`src/rtl/stream_unpacker_pkg.sv`:
```
// ============================================================================
// Module      : stream_unpacker_pkg
// Description : Shared FSM state type and chunk-count helper for stream_unpacker.
// Revision    : 1.0 - initial release
// ============================================================================
`default_nettype none

package stream_unpacker_pkg;

  typedef enum logic {
    IDLE = 1'b0,
    SEND = 1'b1
  } unpack_state_t;

  function automatic int nchunk(input int in_w, input int out_w);
    return in_w / out_w;
  endfunction

endpackage

`default_nettype wire

```
`src/rtl/stream_unpacker_if.sv`:
```
// ============================================================================
// Module      : stream_unpacker_if
// Description : Wide-word input and narrow-chunk output handshakes.
// Revision    : 1.0 - initial release
// ============================================================================
`default_nettype none

interface stream_unpacker_if #(
  parameter int IN_WIDTH  = 16,
  parameter int OUT_WIDTH = 4
);

  logic [IN_WIDTH-1:0]  in_data;
  logic                 in_valid;
  logic                 in_ready;
  logic [OUT_WIDTH-1:0] out_data;
  logic                 out_valid;
  logic                 out_ready;
  logic                 out_last;

  // master: the environment (word producer and chunk consumer)
  modport master (
    output in_data, in_valid, out_ready,
    input  in_ready, out_data, out_valid, out_last
  );

  // slave: the unpacker itself
  modport slave (
    input  in_data, in_valid, out_ready,
    output in_ready, out_data, out_valid, out_last
  );

endinterface

`default_nettype wire

```
`src/rtl/stream_unpacker.sv`:
```
// ============================================================================
// Module      : stream_unpacker
// Description : Splits each IN_WIDTH word into IN_WIDTH/OUT_WIDTH chunks.
//               Define STREAM_UNPACKER_MSB_FIRST_EN to emit the top chunk first.
// Revision    : 1.0 - initial release
// ============================================================================
`default_nettype none

module stream_unpacker
  import stream_unpacker_pkg::*;
#(
  parameter int IN_WIDTH  = 16,
  parameter int OUT_WIDTH = 4
) (
  input  logic             clk,
  input  logic             rst,
  stream_unpacker_if.slave bus
);

  localparam int NCHUNK = nchunk(IN_WIDTH, OUT_WIDTH);
  localparam int IDX_W  = (NCHUNK > 1) ? $clog2(NCHUNK) : 1;
  localparam logic [IDX_W-1:0] LAST_IDX = IDX_W'(NCHUNK - 1);

  generate
    if (OUT_WIDTH < 1 || (IN_WIDTH % OUT_WIDTH) != 0 || NCHUNK < 2) begin : g_param_check
      $error("stream_unpacker: IN_WIDTH must be a multiple of OUT_WIDTH with at least 2 chunks");
    end
  endgenerate

  unpack_state_t        state;
  logic [IDX_W-1:0]     idx;
  logic [IDX_W-1:0]     idx_next;
  logic [IN_WIDTH-1:0]  hold;

  assign idx_next = idx + 1'b1;

  // Beat k of a word maps to a chunk position; reversed in the MSB-first build.
  function automatic logic [OUT_WIDTH-1:0] chunk_at(input logic [IN_WIDTH-1:0] word,
                                                    input logic [IDX_W-1:0]    k);
    logic [IDX_W-1:0] pos;
`ifdef STREAM_UNPACKER_MSB_FIRST_EN
    pos = LAST_IDX - k;
`else
    pos = k;
`endif
    return word[int'(pos)*OUT_WIDTH +: OUT_WIDTH];
  endfunction

  // The end-of-word beat may hand straight over to the next word.
  assign bus.in_ready = !rst && ((state == IDLE) ||
                                 (state == SEND && bus.out_last && bus.out_ready));

  always_ff @(posedge clk) begin
    if (rst) begin
      state         <= IDLE;
      idx           <= '0;
      hold          <= '0;
      bus.out_valid <= 1'b0;
      bus.out_last  <= 1'b0;
      bus.out_data  <= '0;
    end else begin
      case (state)
        IDLE: begin
          if (bus.in_valid) begin
            hold          <= bus.in_data;
            idx           <= '0;
            state         <= SEND;
            bus.out_valid <= 1'b1;
            bus.out_last  <= 1'b0;
            bus.out_data  <= chunk_at(bus.in_data, '0);
          end
        end
        SEND: begin
          if (bus.out_ready) begin
            if (!bus.out_last) begin
              idx          <= idx_next;
              bus.out_last <= (idx_next == LAST_IDX);
              bus.out_data <= chunk_at(hold, idx_next);
            end else if (bus.in_valid) begin
              hold          <= bus.in_data;
              idx           <= '0;
              bus.out_valid <= 1'b1;
              bus.out_last  <= 1'b0;
              bus.out_data  <= chunk_at(bus.in_data, '0);
            end else begin
              state         <= IDLE;
              idx           <= '0;
              bus.out_valid <= 1'b0;
              bus.out_last  <= 1'b0;
            end
          end
        end
        default: begin
          state         <= IDLE;
          bus.out_valid <= 1'b0;
          bus.out_last  <= 1'b0;
        end
      endcase
    end
  end

endmodule

`default_nettype wire
```
`src/flat_wrapper.sv`:
```
// flat-port wrapper written by rule: the top's interface ports become plain ports
module stream_unpacker_flat import stream_unpacker_pkg::*;
#(
  parameter int IN_WIDTH  = 16,
  parameter int OUT_WIDTH = 4
)
  (clk, rst, bus_in_data, bus_in_valid, bus_out_ready, bus_in_ready, bus_out_data, bus_out_valid, bus_out_last);
  stream_unpacker_if #(.IN_WIDTH(IN_WIDTH), .OUT_WIDTH(OUT_WIDTH)) bus_i ();
  input  logic clk;
  input  logic rst;
  input wire logic [$bits(bus_i.in_data)-1:0] bus_in_data;
  input wire logic [$bits(bus_i.in_valid)-1:0] bus_in_valid;
  input wire logic [$bits(bus_i.out_ready)-1:0] bus_out_ready;
  output wire logic [$bits(bus_i.in_ready)-1:0] bus_in_ready;
  output wire logic [$bits(bus_i.out_data)-1:0] bus_out_data;
  output wire logic [$bits(bus_i.out_valid)-1:0] bus_out_valid;
  output wire logic [$bits(bus_i.out_last)-1:0] bus_out_last;
  assign bus_i.in_data = bus_in_data;
  assign bus_i.in_valid = bus_in_valid;
  assign bus_i.out_ready = bus_out_ready;
  assign bus_in_ready = bus_i.in_ready;
  assign bus_out_data = bus_i.out_data;
  assign bus_out_valid = bus_i.out_valid;
  assign bus_out_last = bus_i.out_last;
  stream_unpacker #(.IN_WIDTH(IN_WIDTH), .OUT_WIDTH(OUT_WIDTH)) u_core (.clk(clk), .rst(rst), .bus(bus_i));
endmodule
```
`config.mk`:
```
export PLATFORM = sky130hd
export DESIGN_NAME = stream_unpacker_flat
export DESIGN_NICKNAME = d
export VERILOG_FILES = /design/src/rtl/stream_unpacker_pkg.sv /design/src/rtl/stream_unpacker_if.sv /design/src/rtl/stream_unpacker.sv /design/src/flat_wrapper.sv
export SDC_FILE = /design/constraint.sdc
export NUM_CORES = 1
export LEC_CHECK = 0
export ABC_AREA = 1
export BUFFER_PORTS_ARGS = -buffer_cell sky130_fd_sc_hd__buf_2
export CAP_MARGIN = 25
export CORE_UTILIZATION = 40
export CTS_CLUSTER_DIAMETER = 100
export DETAILED_ROUTE_END_ITERATION = 8
export PLACE_DENSITY = 0.72
export REMOVE_ABC_BUFFERS = 1
export SLEW_MARGIN = 20
export SYNTH_ARGS = -nofsm -noshare
export SYNTH_HDL_FRONTEND = slang
export SYNTH_SLANG_ARGS = --single-unit
```
`constraint.sdc`:
```
create_clock -name clk -period 1.9 [get_ports clk]
set_clock_uncertainty 0.2 [all_clocks]
set_input_delay 0.38 -clock clk [delete_from_list [all_inputs] [get_ports clk]]
set_output_delay 0.38 -clock clk [all_outputs]
set_load 0.03 [all_outputs]
```
* Word level (Yosys, flattened, before mapping)
Index checks and enable logic that the tools add are counted.
Word-level totals: output and inout port bits 7, bits of input ports 20, bits in registers 25
Cells by class: muxes and demuxes 24, equality and inequality tests 4, add/subtract/negate cells 1, reduce and logical (&&, ||, !) cells 8, shift operators 1, bitwise gates (word level) 1
Operator list (number):
- $mux 16 | 3
- $pmux 16 s2 | 1
- $shiftx 16x5->4 | 1
- $mux 4 | 3
- $mux 1 | 9
- $pmux 4 s2 | 1
- $mux 2 | 3
- $pmux 1 s2 | 3
- $ne 2x2->1 const B | 2
- $pmux 2 s2 | 1
- $reduce_and 2->1 | 2
- $logic_and 1x1->1 | 3
- $reduce_and 3->1 | 1
- $add 2x1->2 const B | 1
- $eq 2x2->1 const B | 1
- $ne 2x1->1 const B | 1
- $logic_not 1->1 | 1
- $logic_or 1x1->1 | 1
- $not 1->1 | 1

* Depth between registers and ports, before layout
Gate-level depths: netlist (run 1).
depth in word-level cells 5, mapped depth 9

* Worst setup path after synthesis (run 1)
No wires, ideal clock.
path type reg-to-reg, start reg u_core.idx[0], end reg u_core.bus.out_data[3], slack 0.158 ns, arrival time 1.426 ns, setup time 0.116 ns, clock period less this slack 1.742 ns, path buffers 1, cell stages (with the launch flop) 10, cell sequence dfxtp_1 -> buf_2 -> clkinv_1 -> ha_1 -> nor2_1 -> nand2_1 -> nor2_1 -> nor2_1 -> nand2_1 -> a21oi_1
Between the ends: word-level cells in the longest chain between the ends 5
RTL lines:
- start, declared | RTL line stream_unpacker.sv:31 | logic [IDX_W-1:0] idx;
- start signal, assigned | RTL line stream_unpacker.sv:76 | idx <= idx_next;
- $add 2x1->2 | RTL line stream_unpacker.sv:35 | assign idx_next = idx + 1'b1;
- $shiftx 16x5->4 | RTL line stream_unpacker.sv:46 | return word[int'(pos)*OUT_WIDTH +: OUT_WIDTH];
- $mux 4 | RTL line stream_unpacker.sv:75 | if (!bus.out_last) begin
- $mux 4 | RTL line stream_unpacker.sv:74 | if (bus.out_ready) begin
- $pmux 4 s2 | RTL line stream_unpacker.sv:62 | case (state)
- end signal, assigned | RTL line stream_unpacker.sv:70 | bus.out_data <= chunk_at(bus.in_data, '0);
- end signal, assigned | RTL line stream_unpacker.sv:78 | bus.out_data <= chunk_at(hold, idx_next);
- end signal, assigned | RTL line stream_unpacker.sv:84 | bus.out_data <= chunk_at(bus.in_data, '0);
- end, declared | RTL line stream_unpacker_if.sv:30 | output in_ready, out_data, out_valid, out_last
Every way passes these cells. The select of a mux whose other input is x is not followed. A chain may end at the register's enable or synchronous reset.

* Final worst setup path (run 1)
start reg u_core.bus.out_last, end out bus_in_ready
Between the ends: word-level cells in the longest chain between the ends 4
RTL lines:
- start, declared | RTL line stream_unpacker_if.sv:30
- start signal, assigned | RTL line stream_unpacker.sv:77 | bus.out_last <= (idx_next == LAST_IDX);
- $logic_and 1x1->1 (2 in series) | RTL line stream_unpacker.sv:51 | (state == SEND && bus.out_last && bus.out_ready));
- $logic_or 1x1->1 | RTL line stream_unpacker.sv:50 | assign bus.in_ready = !rst && ((state == IDLE) ||
- $logic_and 1x1->1 | RTL line stream_unpacker.sv:50
- end, declared | RTL line flat_wrapper.sv:14 | output wire logic [$bits(bus_i.in_ready)-1:0] bus_in_ready;
Every way passes these cells.

==> impl_metrics.ini, run 1 <==
[clocking]
cts_buffer_depth = 2
clkSinkCount = 25
htreeDepth = 1
cts_setup_buffers = 0
clockRootBuffer = clkbuf_4
cts_buffers = 3
clkTransAtPathRegs_ns = 0.14
clk_latency_ns = 0.32
cts_tree = built

[setup_path]
startpoint_type = flop
critical_path.max_fanout = 6
crit_arrival_ns = 1.23
critPathSlowestCell = dfxtp_1
reg2reg_depth = 8
worstPathRequired_ns = 1.32
r2r_setup_slack_ns = 0.36
endpoint_kind = output port
path_cells = a21oi_4 -> nor2_1 -> buf_2
slowest_delay_ns = 0.50
crit_type = reg2out

[floorplanning]
start_util = 0.422
die_y_um = 55.7
fp.dieW_um = 55.7
ios = 27
core_um2 = 2730
dieArea_um2 = 3100
rows = 19

[placed_design]
io_buffers = 26
hpwlAfterDp_um = 1750
gp_congestion = 0.838
dp_slack_ns = 0.363

[route]
drt-vias-per-instance = 4.71
vias = 1097
first_pass_iters = 4
drtAntennaViolNets = 0
drc = 0
wl_um = 2430
drtIter0Drc = 13
routedWlPerCell_um = 10.4

[hold_path]
hp-class = in2reg
holdPathStages = 3

[yosys]
yosys_warnings = 0
synth_common_cells = 46 x nand2_1, 38 x nor2_1, 25 x dfxtp_1, 16 x o21ai_0, 14 x a21oi_1
synthArstFlopShare = 0
yosys.area.top_type = dfxtp_1
avgSynthCellArea_um2 = 6.59
syn_inst = 175
ys_seq_area_frac = 0.434
yosysMostFrequentCell = nand2_1
synth_top_area_frac = 0.434
yosys-top-cells-area = dfxtp_1 43%, nand2_1 15%, nor2_1 12%
synthFlopType = dfxtp_1
synth_edf_count = 0
yosysUniqueCellTypes = 17
syn_area_um2 = 1150
ys_ff_latch = 25

[layout]
syn2layout_area_growth_pct = 16.5
fin_util = 0.492
fin_nets = 224
fill_cells = 312
drive_gt1_frac = 0.198
antenna_cells = 0

[sta]
setup_viol = 0
period_needed_ns = 1.81
worst_pin_slew_ns = 0.344
fin_ws_ns = 0.0878
max_slew_margin = 0.770
slew_viol_final = 0
post-route-period-util = 0.954
max_clock_freq_ghz = 0.552
hold_viol = 0
finalSetupTns_ns = 0
rsz0062_at_grt = no

[global_routing]
grt_pass1_vias = 956
overflow = 0
grt_pass1_wl_um = 4220
grt_max_degree = 18
grt_usage = 0.171
antenna_found_initial = 0

[run_status]
status = complete, no violations

[pwr]
ir_worst_vdd_uv = 380
p_per_area_nw_per_um2 = 756
power.leakage_nw = 0.653

[job]
max_cap_viol_count = 0
-- cells in the final DEF, fill, tap and decap left out --
cell,synthesis,final
clkinv_2,0,1
nor2_4,1,1
nand2_1,46,46
a21oi_4,1,1
o21ai_0,16,16
inv_2,3,3
nand3_1,10,10
ha_1,1,1
nor2_1,38,38
buf_2,3,26
a21oi_1,14,14
nor2_2,1,1
o21ai_1,1,1
clkbuf_4,0,3
buf_4,1,3
dfxtp_2,0,1
dfxtp_1,25,24
inv_1,11,11
clkinv_1,1,1
-- flip-flops by register name (all words and copies together) (netlist names) --
| signal | cells |
|---|---|
| u_core.bus.out_last | 1 |
| u_core.idx | 2 |
| u_core.bus.out_valid | 1 |
| u_core.bus.out_data | 4 |
| u_core.hold | 16 |
| u_core.state | 1 |
-- worst max-delay path: cells and delay by family, from the launching register on --
family	cells	cell delay [ns]
flops	1	0.50
buf+inv	1	0.20
compound gates	1	0.11
simple gates	1	0.10
-- report_power, final --
group	leakage (nW)	switching (W)	total, W	internal, W
sequential	0.206	0.0000190	0.000581	0.000562
clock	0.0177	0.000160	0.000239	0.0000789
combinational	0.429	0.000125	0.000196	0.0000716
total	0.653	0.000304	0.00102	0.000712
-- final cells by class --
cell class                      instances  area (um2)  share of cell area
Multi-Input combinational cell        129         567               0.422
Sequential cell                        25         502               0.373
Timing Repair Buffer                   29         153               0.114
Inverter                               15        56.3              0.0419
Tap cell                               31        38.8              0.0289
Clock buffer                            3        22.5              0.0168
Clock inverter                          1        5.00             0.00372
-- cells by family after synthesis --
family	count (synthesis)	synth area share
AO/OA/AOI/OAI	32	0.149
adder cells (fa/ha/maj)	1	0.0108
flip-flops	25	0.434
buffers and inverters	21	0.0748
AND/OR/NAND/NOR	96	0.332
-- worst paths after layout --
check,start,to
max,u_core.bus.out_last,bus_in_ready
min,bus_in_data[12],u_core.hold[12]
max reg2reg,u_core.idx[0],u_core.bus.out_data[3]
min reg2reg,u_core.hold[0],u_core.hold[0]
-- layer usage --
layer,global-route usage,part of all wire,vias up
li1,-,-,605
met1,0.244,0.52,471
met2,0.260,0.43,17
met3,0.0209,0.029,4
met4,0.0750,0.014,0
met5,0,0,-
-- timing repair --
item                                    4_1_cts  5_1_grt
endpoints found under the setup margin        0        1
endpoints found under the hold margin         0        0
hold buffers                                  0        0
resized for setup                             0        1
-- metrics by stage --
stage / cell area, um2 / hold WS, ns / std cells / power, W
floorplan: 1120 / 0.235 / 169 / 0.000718
global placement: 1320 / 0.254 / 229 / 0.000788
detailed placement: 1320 / 0.256 / 229 / 0.000790
CTS: 1340 / 0.0539 / 233 / 0.00103
global route: 1340 / 0.0659 / 233 / 0.00108
finish: 1340 / 0.0696 / 233 / 0.00102
No activity file was read; power rests on OpenSTA's default activity.
==> run 2: changes to the inputs <==
--- a/config.mk
+++ b/config.mk
@@ -8,10 +8,10 @@
 export ABC_AREA = 1
 export BUFFER_PORTS_ARGS = -buffer_cell sky130_fd_sc_hd__buf_2
 export CAP_MARGIN = 25
-export CORE_UTILIZATION = 40
+export CORE_UTILIZATION = 30
 export CTS_CLUSTER_DIAMETER = 100
 export DETAILED_ROUTE_END_ITERATION = 8
-export PLACE_DENSITY = 0.72
+export PLACE_DENSITY = 0.6
 export REMOVE_ABC_BUFFERS = 1
 export SLEW_MARGIN = 20
 export SYNTH_ARGS = -nofsm -noshare
==> impl_metrics.ini, run 2 (same netlist as run 1, synthesis figures left out) <==
[route]
drt-vias-per-instance = 4.46
drtAntennaViolNets = 0
routedWlPerCell_um = 10.8
wl_um = 2720
drtIter0Drc = 72
first_pass_iters = 4
vias = 1120
drc = 0

[setup_path]
rr_startpoint = u_core.idx[0]
crit_buf_inv = 2
r2r_setup_slack_ns = 0.38
critPathSlowestCell = dfxtp_1
slowest_delay_ns = 0.43
r2r-end = u_core.bus.out_data[3]
critPathTopFamily = flip-flops
reg2reg_depth = 8
crit_type = reg2out
worstPathRequired_ns = 1.32
startpoint_type = flop
endpoint_kind = output port
path_cells = inv_2 -> a21oi_4 -> nor2_1 -> buf_2
critical_path.max_fanout = 5
crit_arrival_ns = 1.17

[global_routing]
grt_usage = 0.149
grt-busiest-layer = met2
met2_usage = 0.249
antenna_found_initial = 0
met3_usage = 0.0179
overflow = 0
grt_pass1_wl_um = 4690
grt_max_degree = 18
gr-usage-met1 = 0.191
grt_pass1_vias = 1018

[floorplanning]
core_um2 = 3660
start_util = 0.315
fp.dieW_um = 64.0
die_y_um = 64.0
ios = 27
rows = 22
dieArea_um2 = 4100

[sta]
fin_ws_ns = 0.154
post-route-period-util = 0.919
worst_pin_slew_ns = 0.336
max_clock_freq_ghz = 0.573
setup_viol = 0
rsz0062_at_grt = no
finalSetupTns_ns = 0
max_slew_margin = 0.776
period_needed_ns = 1.75
hold_viol = 0
slew_viol_final = 0

[hold_path]
hold_start = bus_in_data[8]
hp-class = in2reg
holdPathEnd = u_core.hold[8]
holdPathStages = 3

[clocking]
cts_buffers = 3
cts_setup_buffers = 0
cts_resized = 0
clkSinkCount = 25
cts_hold_buf = 0
clk_latency_ns = 0.26
clkTransAtPathRegs_ns = 0.08
htreeDepth = 1
cts_tree = built
cts_buffer_depth = 2
clockRootBuffer = clkbuf_8

[pwr]
combPwrFrac = 0.185
p_seq_frac = 0.531
internal_power_w = 0.000784
p_per_area_nw_per_um2 = 786
power.leakage_nw = 0.663
sw_frac_of_total = 0.282
p_clk_frac = 0.283
p_sw_w = 0.000309
ir_worst_vdd_uv = 220

[layout]
top_regs = u_core.hold x16, u_core.bus.out_data x4, u_core.idx x2
drive_gt1_frac = 0.192
fill_cells = 414
antenna_cells = 0
final_cell_mix = 46 x nand2_1, 38 x nor2_1, 26 x buf_2
regMostFlops = u_core.hold
fin_nets = 225
largest_reg_flops = 16
layout.cells.most_common = nand2_1
syn2layout_area_growth_pct = 20.4
fin_cells = 251

[placed_design]
placed_cells = 247
hpwlAfterDp_um = 1950
io_buffers = 26
dp_slack_ns = 0.351
gp_congestion = 0.837

[run_status]
status = complete, no violations

[job]
max_cap_viol_count = 0
==> run 2: area by class of cell <==
cell class              count  area (um2)  share of cell area
clock buffers               4        45.0              0.0324
inverters                  15        56.3              0.0405
repair buffers             30         160               0.115
flip-flops and latches     25         500               0.360
well taps                  48        60.1              0.0432
multi-input cells         129         567               0.408
==> run 2: routing by layer <==
layer	up-vias	routed length, um	part of all wire
li1	607	-	-
met4	0	29	0.011
met1	489	1340	0.49
met5	-	0	0
met2	22	1260	0.46
met3	2	90	0.033
==> run 2: through the flow <==
step	hold WS, ns	power [W]	area [um2]	utilization
2_1_floorplan	0.235	0.000718	1120	-
3_3_place_gp	0.253	0.000795	1340	0.367
3_5_place_dp	0.256	0.000797	1340	0.367
4_1_cts	0.126	0.00111	1390	0.379
5_1_grt	0.129	0.00116	1390	0.379
6_report	0.132	0.00109	1390	0.379
==> run 2: worst max path at each step <==
stage / to / cells past startpoint / from
global route: bus_in_ready / 4 / u_core.state
global placement: bus_in_ready / 4 / bus_out_ready
CTS: bus_in_ready / 4 / u_core.state
floorplan: u_core.bus.out_data[3] / 8 / u_core.idx[0]
detailed placement: u_core.hold[1] / 6 / bus_out_ready
finish: bus_in_ready / 4 / u_core.state
==> run 2: worst reg2reg max path, delay by kind of cell, from the launching register on <==
| family | cells | cell delay [ns] |
|---|---|---|
| AND/OR/NAND/NOR | 5 | 0.39 |
| adder cells (fa/ha/maj) | 1 | 0.36 |
| flip-flops | 1 | 0.34 |
| buffers and inverters | 1 | 0.08 |
| AO/OA/AOI/OAI | 1 | 0.05 |
==> run 2: power groups by stage <==
stage	combinational, W	clock [W]	sequential [W]
2_1_floorplan	0.000109	0	0.000609
3_3_place_gp	0.000203	0	0.000592
3_5_place_dp	0.000204	0	0.000593
4_1_cts	0.000205	0.000321	0.000581
5_1_grt	0.000232	0.000347	0.000585
6_report	0.000202	0.000310	0.000580
